[src/rtl/down_counter_timer.sv]
// down_counter_timer: loadable down counter / timer.
// Counts a loaded value down to terminal count, then either stops (one-shot,
// sticky done flag) or reloads itself (periodic tick source). A one-cycle
// tc pulse marks every terminal count.
// Optional feature: define DOWN_COUNTER_PRESCALE_EN to decrement only once
// every PRESCALE clocks while running; without it the count moves every clock.
module down_counter_timer #(
    parameter int WIDTH    = 8,
    parameter int PRESCALE = 4
) (
    input  logic             clk,
    input  logic             reset,
    input  logic             load,
    input  logic [WIDTH-1:0] load_value,
    input  logic             start,
    input  logic             stop,
    input  logic             auto_reload,
    output logic [WIDTH-1:0] count,
    output logic             tc,
    output logic             busy,
    output logic             done
);

    typedef enum logic [1:0] {
        IDLE  = 2'd0,
        RUN   = 2'd1,
        PAUSE = 2'd2,
        DONE  = 2'd3
    } state_t;

    state_t           state_q, state_d;
    logic [WIDTH-1:0] count_q, count_d;
    logic [WIDTH-1:0] reload_q, reload_d;
    logic             tc_q, tc_d;
    logic             busy_q, busy_d;
    logic             done_q, done_d;

    // A running edge that is not overridden by load or stop advances time.
    logic run_tick;
    // A fresh launch from IDLE/DONE; distinguishes it from a PAUSE resume.
    logic launch;
    // The edge on which the count actually moves.
    logic dec_event;

    assign run_tick = (state_q == RUN) && !load && !stop;
    assign launch   = !load && start &&
                      (((state_q == IDLE) && (count_q != '0)) ||
                       ((state_q == DONE) && (reload_q != '0)));

`ifdef DOWN_COUNTER_PRESCALE_EN
    localparam int PSC_W = (PRESCALE > 1) ? $clog2(PRESCALE) : 1;
    localparam logic [PSC_W-1:0] PSC_LAST = PSC_W'(PRESCALE - 1);

    logic [PSC_W-1:0] psc_q, psc_d;

    assign dec_event = run_tick && (psc_q == PSC_LAST);

    // Prescaler phase: restarts on load or a fresh launch, advances only on
    // running edges, and simply holds while paused so a pause stretches the
    // current interval by exactly its length.
    always_comb begin
        psc_d = psc_q;
        if (load || launch) begin
            psc_d = '0;
        end else if (run_tick) begin
            psc_d = (psc_q == PSC_LAST) ? '0 : psc_q + PSC_W'(1);
        end
    end

    // Prescaler register.
    always_ff @(posedge clk) begin
        if (reset) begin
            psc_q <= '0;
        end else begin
            psc_q <= psc_d;
        end
    end
`else
    assign dec_event = run_tick;
`endif

    // Next-state logic: load beats stop, stop beats start; tc defaults low so
    // it can only ever last a single cycle.
    always_comb begin
        state_d  = state_q;
        count_d  = count_q;
        reload_d = reload_q;
        tc_d     = 1'b0;
        done_d   = done_q;

        if (load) begin
            reload_d = load_value;
            count_d  = load_value;
            state_d  = IDLE;
            done_d   = 1'b0;
        end else begin
            unique case (state_q)
                IDLE: begin
                    if (launch) begin
                        state_d = RUN;
                    end
                end
                RUN: begin
                    if (stop) begin
                        state_d = PAUSE;
                    end else if (dec_event) begin
                        if (count_q > WIDTH'(1)) begin
                            count_d = count_q - WIDTH'(1);
                        end else if (count_q == WIDTH'(1)) begin
                            tc_d = 1'b1;
                            if (auto_reload) begin
                                // Zero is never shown in periodic mode.
                                count_d = reload_q;
                            end else begin
                                count_d = '0;
                                done_d  = 1'b1;
                                state_d = DONE;
                            end
                        end
                    end
                end
                PAUSE: begin
                    if (!stop && start) begin
                        state_d = RUN;
                    end
                end
                DONE: begin
                    if (launch) begin
                        count_d = reload_q;
                        done_d  = 1'b0;
                        state_d = RUN;
                    end
                end
                default: begin
                    state_d = IDLE;
                end
            endcase
        end

        busy_d = (state_d == RUN) || (state_d == PAUSE);
    end

    // State and output registers, all cleared by reset.
    always_ff @(posedge clk) begin
        if (reset) begin
            state_q  <= IDLE;
            count_q  <= '0;
            reload_q <= '0;
            tc_q     <= 1'b0;
            busy_q   <= 1'b0;
            done_q   <= 1'b0;
        end else begin
            state_q  <= state_d;
            count_q  <= count_d;
            reload_q <= reload_d;
            tc_q     <= tc_d;
            busy_q   <= busy_d;
            done_q   <= done_d;
        end
    end

    assign count = count_q;
    assign tc    = tc_q;
    assign busy  = busy_q;
    assign done  = done_q;

endmodule

[config.mk]
export PLATFORM = sky130hd
export DESIGN_NAME = down_counter_timer
export DESIGN_NICKNAME = d
export VERILOG_FILES = /design/src/rtl/down_counter_timer.sv
export SDC_FILE = /design/constraint.sdc
export NUM_CORES = 1
export LEC_CHECK = 0
export ABC_AREA = 1
export CAP_MARGIN = 20
export CORE_MARGIN = 2
export CORE_UTILIZATION = 30
export DETAILED_ROUTE_END_ITERATION = 10
export HOLD_SLACK_MARGIN = 0.12
export PLACE_DENSITY_LB_ADDON = 0.3
export RECOVER_POWER = 50
export SLEW_MARGIN = 20
export SYNTH_ARGS = -nofsm -noshare
export SYNTH_HDL_FRONTEND = slang
export SYNTH_SLANG_ARGS = --single-unit
export TNS_END_PERCENT = 20
[constraint.sdc]
create_clock -name clk -period 2.1 [get_ports clk]
set_input_delay 0.315 -clock clk [delete_from_list [all_inputs] [get_ports clk]]
set_output_delay 0.315 -clock clk [all_outputs]
set_load 0.05 [all_outputs]
# Word-level counts from Yosys, hierarchy flattened
# Index checks and enable logic that the tools add are counted.
[op_classes]
n_addsub = 1
magnitude_cmp = 1
n_eq_ne = 16
mux = 25
bitwise = 2
reduce_logical = 21
[op_table]
columns = ["cell", "n"]
rows = [
  ["$mux 8", 7],
  ["$mux 2", 8],
  ["$pmux 8 s2", 1],
  ["$reduce_bool 8->1", 2],
  ["$ne 2x2->1 const B", 5],
  ["$ne 3x3->1 const B", 3],
  ["$eq 8x1->1 const B", 1],
  ["$gt 8x1->1 const B", 1],
  ["$sub 8x1->8 const B", 1],
  ["$logic_and 1x1->1", 7],
  ["$mux 1", 7],
  ["$reduce_and 7->1", 1],
  ["$eq 2x2->1 const B", 3],
  ["$pmux 2 s3", 1],
  ["$reduce_or 6->1", 1],
  ["$reduce_and 5->1", 1],
  ["$eq 2x1->1 const B", 2],
  ["$ne 4x2->1 const B", 1],
  ["$reduce_or 2->1", 2],
  ["$reduce_bool 3->1", 1],
  ["$logic_not 1->1", 2],
  ["$logic_not 2->1", 1],
  ["$logic_or 1x1->1", 2],
  ["$ne 2x1->1 const B", 1],
  ["other kinds (3)", 4],
]
[totals]
ff_bits = 21
in_bits = 14
out_inout_bits = 11
wordCells = 72

# Depth between registers and ports, before layout
# Gate-level depths: netlist (run 1).
[logic_depth]
word_depth = 9
mapped_depth = 14
mapped_depth_nobuf = 13

# Worst setup path after synthesis (run 1)
# No wires, ideal clock.
[synth_timing]
kind = "register to register"
startpoint = "reg count_q[0] (netlist: count[0])"
endpoint = "reg count_q[7] (netlist: count[7])"
setup_ns = 0.112
arrival_time_ns = 1.828
required_ns = 1.988
path_slack_ns = 0.160
stages_incl_launch_ff = 14
n_path_buf = 1
period_less_slack_ns = 1.940
path_cell_list = "dfxtp_1 inv_1 ha_1 nand2_2 o21ai_2 nand2_1 nand2_2 nand2_2 nand2_2 nand2_2 nand2_4 buf_12 nor2_2 nor2_2"
[synth_between]
elab_chain_cells = 6
elab_cells_between_ends = 15
cone_classes = "add/sub (1); order compare (1); eq/ne (3); mux (5); reduce/logical (5)"
[synth_lines]
columns = ["item", "line", "text"]
rows = [
  ["from (decl)", "32", "logic [WIDTH-1:0] count_q, count_d;"],
  ["from (signal assigned)", "154", "count_q <= count_d;"],
  ["$sub 8x1->8, or another cell as far along", "108", "count_d = count_q - WIDTH'(1);"],
  ["$mux 8 or $logic_and 1x1->1 (tied branches)", "107, 47", ""],
  ["$mux 8 or $logic_or 1x1->1 (tied branches)", "106, 47", ""],
  ["$mux 8 or $logic_and 1x1->1 (tied branches)", "104, 46", ""],
  ["$pmux 8 s2 or $ne 3x3->1 (tied branches)", "n/a", ""],
  ["$mux 8 or $reduce_and 5->1 (tied branches)", "n/a", ""],
]
# Several ways; a longest one is shown, not always the timed one. The select of a mux whose other input is x is not followed.
# A chain may end at the register's enable or synchronous reset.

# Worst setup path after layout (run 1)
[layout_timing]
startpoint = "reg count_q[3] (netlist: count[3])"
endpoint = "out count[3]"
[layout_lines]
columns = ["item", "line", "text"]
rows = [
  ["to (decl)", "18", "output logic [WIDTH-1:0] count,"],
]
# No word-level cell between the ends.

==> summary.txt, run 1 <==
FINISH
-------------------------------------------------------------------------------
Area occupied by registers                                            420.4 um2
Fill cell total of the finished layout                                      525
Final antenna diode count                                                     0
Final instance area                                                0.001779 mm2
Post-layout instance count excluding filler cells                           294
Area delta synth->final                                                  23.55%
Area used by multi-input combinational logic                          900.9 um2
Total number of nets in the final design                                    263
Layout cell share with drive strength beyond 1                           0.1583

TIMING
-------------------------------------------------------------------------------
Peak clock frequency supported by timing                             0.5325 GHz
Count of final setup violators                                                0
Minimum clock period                                                   1.878 ns
Post-route fraction of the period consumed by the critical path          0.8942
Max Clock Skew                                                      0.002329 ns
Max-slew violation count                                                      0
Setup TNS                                                                  0 ns
Unrepaired setup endpoints after global routing                           false
Transition time of the tightest slew-check pin                        0.5039 ns
Remaining max-slew budget at the tightest pin                            0.6629
Post-route worst setup slack                                          0.2222 ns
Number of failing hold endpoints at the final stage                           0

DRT
-------------------------------------------------------------------------------
Final routed DRC violation total                                              0
Total wire length                                                       3109 um
Count of nets left with antenna violations after detail routing               0
Vias/cell                                                                 4.374
Per-cell routed wire length                                            10.57 um
Detailed-routing iteration count for the pre-antenna-repair pass              4
Total via count in the routed design                                       1286
Number of DRC violations after detailed-routing iteration 0                  83

RUN STATUS
-------------------------------------------------------------------------------
Run status                                                            completed

GRT
-------------------------------------------------------------------------------
Initial antenna violation count                                               0
Vias in the first global route                                             1281
GRT overflow                                                                  0
Global-route wire length before repair                                  5582 um
Pin count of the biggest net entering global routing                         19
Global router's overall resource usage                                   0.1295

WORST SETUP PATH
-------------------------------------------------------------------------------
Standard cell with the maximum stage delay on the critical path    sky130_fd_sc_hd__clkdlybuf4s50_1
Data required time of the worst path                                    1.78 ns
Crit. End Element                                                    output pin
Worst path arrival time                                                 1.56 ns
Cell breakdown of the critical path                                clkdlybuf4s50_1
Largest stage delay on the critical path                                0.85 ns
CP delay by family, top                                            buffers and inverters
Launching element type of the critical path                                flop
Buffers and inverters on the worst path                                       1
Classification of the worst setup path                             flop to output pin
Max Fanout on Critical Path                                                   5

PLACED DESIGN
-------------------------------------------------------------------------------
Placed Area                                                        0.001738 mm2
Post-Place Cells                                                            290
PortBufs                                                                     24
RePlAce Congestion                                                       0.8008
Hpwl dp                                                                 2453 um
Dpl ws                                                                0.2945 ns

CTS
-------------------------------------------------------------------------------
Clock-pin slew on the worst setup and hold paths                        0.08 ns
Cts repair resizes                                                            0
Postcts setup bufs                                                            0
Depth of the CTS H-tree                                                       1
Cell chosen for the clock root                                     sky130_fd_sc_hd__clkbuf_8
Number of sinks on the clock net                                             21
Total of hold buffers inserted after clock tree synthesis                     0
Latest clock arrival within the worst-skew pair                         0.26 ns
CTS tree                                                                  built
Inserted Clock Buffers                                                        3
Clock buffer depth                                                            2

FLOORPLANNING
-------------------------------------------------------------------------------
Die area                                                           0.005371 mm2
Placeable Area                                                     0.004661 mm2
Overall die width                                                      73.29 um
Initial cell density of the core                                         0.3090
Num ports                                                                    25
Number of rows created at floorplan                                          25
Die outline height                                                     73.29 um

YOSYS
-------------------------------------------------------------------------------
Yosys warning count                                                           0
Number of storage elements in the synthesis netlist                          21
Distinct cell type count after synthesis                                     26
Area of the mapped netlist                                         0.001440 mm2
Sequential element share of the synthesized area                         0.2919
Synthesized netlist cell count                                              213
Post-Synthesis Mean Instance Area                                     6.761 um2
Number of nets in the synthesized netlist                                   235

PWR
-------------------------------------------------------------------------------
Power density normalized to cell area                              635.3 mW/mm2
Leakage Power                                                         0.8012 nW
Peak supply drop                                                       206.6 uV

HOLD PATH
-------------------------------------------------------------------------------
Worst hold path class                                              flop to flop

RUN
-------------------------------------------------------------------------------
Max Cap Violations                                                            0

==> per-stage QoR <==
| stage | total power, mW | hold WS (ns) | util |
|---|---|---|---|
| after detailed placement | 0.8722 | 0.4498 | 0.3729 |
| after global routing | 1.203 | 0.4797 | 0.3817 |
| after CTS | 1.147 | 0.4674 | 0.3826 |
| after global placement | 0.8740 | 0.4431 | 0.3729 |
| after floorplan | 0.7670 | 0.4543 | - |
| final | 1.130 | 0.4608 | 0.3817 |
==> where the power goes <==
group | internal [mW] | leakage [nW] | switching [mW]
Combinational | 0.151 | 0.606 | 0.255
Sequential | 0.425 | 0.173 | 0.0277
Clock | 0.135 | 0.0228 | 0.136
==> worst register-to-register path: stages, from the launching register on <==
cell	delay, ns
sky130_fd_sc_hd__dfxtp_1	0.36
sky130_fd_sc_hd__inv_1	0.11
sky130_fd_sc_hd__ha_1	0.24
sky130_fd_sc_hd__nand2_2	0.12
sky130_fd_sc_hd__nor2_2	0.07
sky130_fd_sc_hd__nor2_4	0.15
sky130_fd_sc_hd__nand2_1	0.10
sky130_fd_sc_hd__nor2_4	0.17
sky130_fd_sc_hd__nand3_1	0.10
sky130_fd_sc_hd__nand3_1	0.11
sky130_fd_sc_hd__nor2_2	0.04
sky130_fd_sc_hd__nor2_2	0.10
==> kinds of logic (layout without fill, tap and decap cells) <==
| logic type | after synthesis | in the layout | synth area share |
|---|---|---|---|
| flip-flops | 21 | 21 | 0.2919 |
| XOR/XNOR | 5 | 5 | 0.03041 |
| buffers and inverters | 27 | 54 | 0.08253 |
| adder cells (fa/ha/maj) | 8 | 8 | 0.06951 |
| AND/OR/NAND/NOR | 134 | 134 | 0.4500 |
| AO/OA/AOI/OAI | 18 | 18 | 0.07558 |
==> sequential cells by signal, indices dropped and copies added, names as in the netlist <==
signal	count
busy	1
count	8
done	1
reload_q	8
state_q	2
tc	1
==> Yosys cell counts, drive strengths merged <==
master | n | area, um2
nor3 | 4 | 20.02
ha | 8 | 100.1
nand4 | 1 | 6.260
buf | 3 | 28.77
nand3 | 20 | 105.1
xor2 | 5 | 43.79
nand2 | 72 | 305.3
o21ai | 6 | 45.04
dfxtp | 21 | 420.4
inv | 22 | 82.58
nor2 | 37 | 211.4
a21oi | 12 | 63.81
clkinv | 1 | 3.750
clkbuf | 1 | 3.750
==> layer usage <==
metal | vias to the layer above | part of all wire | GRT usage
li1 | 713 | - | -
met1 | 542 | 0.51 | 0.1869
met2 | 27 | 0.44 | 0.1992
met3 | 4 | 0.033 | 0.01783
met4 | 0 | 0.0074 | 0.03909
met5 | - | 0 | 0
==> worst paths after layout <==
path	to	cells after the start	startpoint	slack, ns
worst max-delay path	count[3]	1	count[3]	0.22
worst min-delay path	done	2	done	0.46
worst max register to register	count[7]	11	count[0]	0.39
worst min register to register	done	2	done	0.46
==> cell usage in the layout, fill, tap and decap left out <==
| cell | netlist | final |
|---|---|---|
| sky130_fd_sc_hd__xor2_1 | 5 | 5 |
| sky130_fd_sc_hd__o21ai_0 | 3 | 3 |
| sky130_fd_sc_hd__nand2_4 | 2 | 2 |
| sky130_fd_sc_hd__nand3_2 | 1 | 1 |
| sky130_fd_sc_hd__clkbuf_8 | 0 | 3 |
| sky130_fd_sc_hd__a21oi_2 | 1 | 1 |
| sky130_fd_sc_hd__nor2_1 | 18 | 18 |
| sky130_fd_sc_hd__dlygate4sd3_1 | 0 | 6 |
| sky130_fd_sc_hd__clkdlybuf4s50_1 | 0 | 18 |
| sky130_fd_sc_hd__nor2_2 | 14 | 14 |
| sky130_fd_sc_hd__nor3_1 | 4 | 4 |
| sky130_fd_sc_hd__buf_4 | 0 | 2 |
| sky130_fd_sc_hd__clkbuf_1 | 1 | 2 |
| sky130_fd_sc_hd__ha_1 | 8 | 8 |
| sky130_fd_sc_hd__o21ai_1 | 1 | 1 |
| sky130_fd_sc_hd__o21ai_4 | 1 | 1 |
| sky130_fd_sc_hd__clkinv_1 | 1 | 1 |
| sky130_fd_sc_hd__nand4_1 | 1 | 1 |
| sky130_fd_sc_hd__dfxtp_1 | 21 | 21 |
| sky130_fd_sc_hd__nand2_2 | 8 | 8 |
| sky130_fd_sc_hd__o21ai_2 | 1 | 1 |
| sky130_fd_sc_hd__nand2_1 | 62 | 62 |
| sky130_fd_sc_hd__nand3_1 | 19 | 19 |
| sky130_fd_sc_hd__inv_1 | 21 | 22 |
| sky130_fd_sc_hd__nor2_4 | 5 | 5 |
| sky130_fd_sc_hd__a21oi_1 | 11 | 11 |
==> final cells by class <==
cell class	instances	share of cell area
clock buffer	4	0.02532
sequential	21	0.2363
inverter	23	0.04852
timing repair buffer	27	0.1456
tap	54	0.03797
multi-input combinational	165	0.5063
(Power assumes the default switching activity.)
==> run 2: changes to the inputs <==
- TNS_END_PERCENT: 20 -> not set
==> results of run 2 <==
The final DEF is identical to that of run 1; final timing and power are the same.
==> run 3: changes to the inputs <==
- RECOVER_POWER: 50 -> not set
==> run 3 against run 2 <==
Against the previous run:
- global-route usage unchanged
- clock power about the same
- largest cell class unchanged
- total power increased by 0.40%
- sequential power about the same
- die area unchanged
==> summary.txt, run 3 (synthesis results as in run 1) <==
WORST SETUP PATH
-------------------------------------------------------------------------------
Worst reg-to-reg setup slack                                            0.39 ns   about the same
Classification of the worst setup path                             flop to output pin   unchanged
Crit. End Element                                                    output pin   unchanged
Worst path arrival time                                                 1.56 ns   about the same
Standard cell with the maximum stage delay on the critical path    sky130_fd_sc_hd__clkdlybuf4s50_1   unchanged
Data required time of the worst path                                    1.78 ns   about the same
Launching element type of the critical path                                flop   unchanged
Largest stage delay on the critical path                                0.85 ns   about the same
CP delay by family, top                                            buffers and inverters   unchanged
Cell breakdown of the critical path                                clkdlybuf4s50_1   unchanged
Buffers and inverters on the worst path                                       1   unchanged
Max Fanout on Critical Path                                                   5   unchanged

CTS
-------------------------------------------------------------------------------
CTS tree                                                                  built   unchanged
Inserted Clock Buffers                                                        3   unchanged
Latest clock arrival within the worst-skew pair                         0.26 ns   about the same
Total of hold buffers inserted after clock tree synthesis                     0   unchanged
Postcts setup bufs                                                            0   unchanged
Depth of the CTS H-tree                                                       1   unchanged
Clock-pin slew on the worst setup and hold paths                        0.08 ns   about the same
Number of sinks on the clock net                                             21   unchanged
Cts repair resizes                                                            0   unchanged
Cell chosen for the clock root                                     sky130_fd_sc_hd__clkbuf_8   unchanged
Clock buffer depth                                                            2   unchanged

FINISH
-------------------------------------------------------------------------------
Total number of nets in the final design                                    263   unchanged
Top library cells by usage in the layout, fill and taps aside      sky130_fd_sc_hd__nand2_1 (62), sky130_fd_sc_hd__clkdlybuf4s50_1 (24), sky130_fd_sc_hd__inv_1 (21), sky130_fd_sc_hd__dfxtp_1 (21), sky130_fd_sc_hd__nand3_1 (19)   was sky130_fd_sc_hd__nand2_1 (62), sky130_fd_sc_hd__inv_1 (22), sky130_fd_sc_hd__dfxtp_1 (21), sky130_fd_sc_hd__nand3_1 (19)
Layout cell share with drive strength beyond 1                           0.1667   was 0.1583
Area delta synth->final                                                  23.81%   was 23.55%
Final design utilization                                                 0.3826   was 0.3817
Fill cell total of the finished layout                                      523   was 525
Commonest non-fill, non-tap cell in the layout                     sky130_fd_sc_hd__nand2_1   unchanged
Post-layout instance count excluding filler cells                           294   unchanged
Final antenna diode count                                                     0   unchanged

PLACED DESIGN
-------------------------------------------------------------------------------
RePlAce Congestion                                                       0.8008   unchanged
PortBufs                                                                     24   unchanged
Post-Place Cells                                                            290   unchanged
Hpwl dp                                                                 2453 um   unchanged

DRT
-------------------------------------------------------------------------------
Routed length on met1                                                   1587 um   was 1601 um
Detailed-routing iteration count for the pre-antenna-repair pass              4   unchanged
Number of DRC violations after detailed-routing iteration 0                  81   was 83
Total via count in the routed design                                       1285   was 1286
Routed wl met3                                                           105 um   was 104 um
Final routed DRC violation total                                              0   unchanged
Per-cell routed wire length                                            10.54 um   was 10.57 um
Vias/cell                                                                 4.371   was 4.374
Top routing layer used                                                     met4   unchanged
Routed wire length on met2                                              1381 um   was 1380 um
Total wire length                                                       3098 um   was 3109 um
Count of nets left with antenna violations after detail routing               0   unchanged

TIMING
-------------------------------------------------------------------------------
Peak clock frequency supported by timing                             0.5324 GHz   was 0.5325 GHz
Unrepaired setup endpoints after global routing                           false   unchanged
Setup TNS                                                                  0 ns   unchanged
Transition time of the tightest slew-check pin                        0.4965 ns   was 0.5039 ns
Max-slew violation count                                                      0   unchanged
Max Clock Skew                                                      0.002856 ns   was 0.002329 ns
Post-route fraction of the period consumed by the critical path          0.8945   was 0.8942
Remaining max-slew budget at the tightest pin                            0.6680   was 0.6629
Number of failing hold endpoints at the final stage                           0   unchanged
Count of final setup violators                                                0   unchanged
Minimum clock period                                                   1.878 ns   about the same

PWR
-------------------------------------------------------------------------------
Share of power burned in combinational logic                              0.361   was 0.359
Peak supply drop                                                       207.3 uV   was 206.6 uV
Power density normalized to cell area                              636.5 mW/mm2   was 635.3 mW/mm2
Switching component of the power                                      0.4199 mW   was 0.4186 mW
Internal power                                                        0.7150 mW   was 0.7117 mW
Sequential group share of total power                                     0.399   was 0.401
Fraction of power spent switching nets                                   0.3699   was 0.3704
Relative contribution of the clock network to total power                 0.240   about the same
Leakage Power                                                         0.7890 nW   was 0.8012 nW

FLOORPLANNING
-------------------------------------------------------------------------------
Num ports                                                                    25   unchanged
Die outline height                                                     73.29 um   unchanged
Initial cell density of the core                                         0.3090   unchanged
Number of rows created at floorplan                                          25   unchanged
Overall die width                                                      73.29 um   unchanged
Die area                                                           0.005371 mm2   unchanged
Placeable Area                                                     0.004661 mm2   unchanged

GRT
-------------------------------------------------------------------------------
Pin count of the biggest net entering global routing                         19   unchanged
Global router's overall resource usage                                   0.1295   unchanged
Initial antenna violation count                                               0   unchanged
Global-route wire length before repair                                  5582 um   unchanged
Vias in the first global route                                             1281   unchanged
GRT overflow                                                                  0   unchanged

HOLD PATH
-------------------------------------------------------------------------------
Worst hold path class                                              flop to flop   unchanged

RUN
-------------------------------------------------------------------------------
Max Cap Violations                                                            0   unchanged

RUN STATUS
-------------------------------------------------------------------------------
Run status                                                            completed   unchanged

run 3: worst paths after layout:
path	to	startpoint	cells after the start
setup / recovery	count[3]	count[3]	1
hold / removal	done	done	2
setup reg to reg	count[7]	count[0]	11
hold reg to reg	done	done	2
run 3: cell type report:
cell class | instances | area (um2) | area share
timing repair buffer | 27 | 262.8 | 0.1474
inverter | 23 | 86.33 | 0.04842
sequential | 21 | 420.4 | 0.2358
multi-input combinational | 165 | 900.9 | 0.5053
clock buffer | 4 | 45.04 | 0.02526
tap | 54 | 67.56 | 0.03789
run 3: routing by layer:
metal | track usage | up-vias
met5 | 0 | -
met4 | 0.03909 | 0
met3 | 0.01783 | 4
met2 | 0.1992 | 25
met1 | 0.1869 | 543
li1 | - | 713
run 3: power groups by stage:
stage | clock network [mW] | logic, mW | registers (mW)
after floorplan | 0 | 0.249 | 0.518
after global placement | 0 | 0.412 | 0.462
after detailed placement | 0 | 0.409 | 0.463
after CTS | 0.281 | 0.413 | 0.454
after global routing | 0.292 | 0.457 | 0.458
final | 0.272 | 0.409 | 0.453
run 3: through the flow:
stage | worst slack [ns] | hold WS (ns) | total power [mW] | cell area, um2
floorplan | 0.1599 | 0.4543 | 0.7670 | 1440
global placement | 0.2692 | 0.4431 | 0.8740 | 1738
detailed placement | 0.2945 | 0.4498 | 0.8722 | 1738
CTS | 0.2145 | 0.4674 | 1.147 | 1783
global route | 0.1229 | 0.4777 | 1.207 | 1783
finish | 0.2216 | 0.4631 | 1.135 | 1783
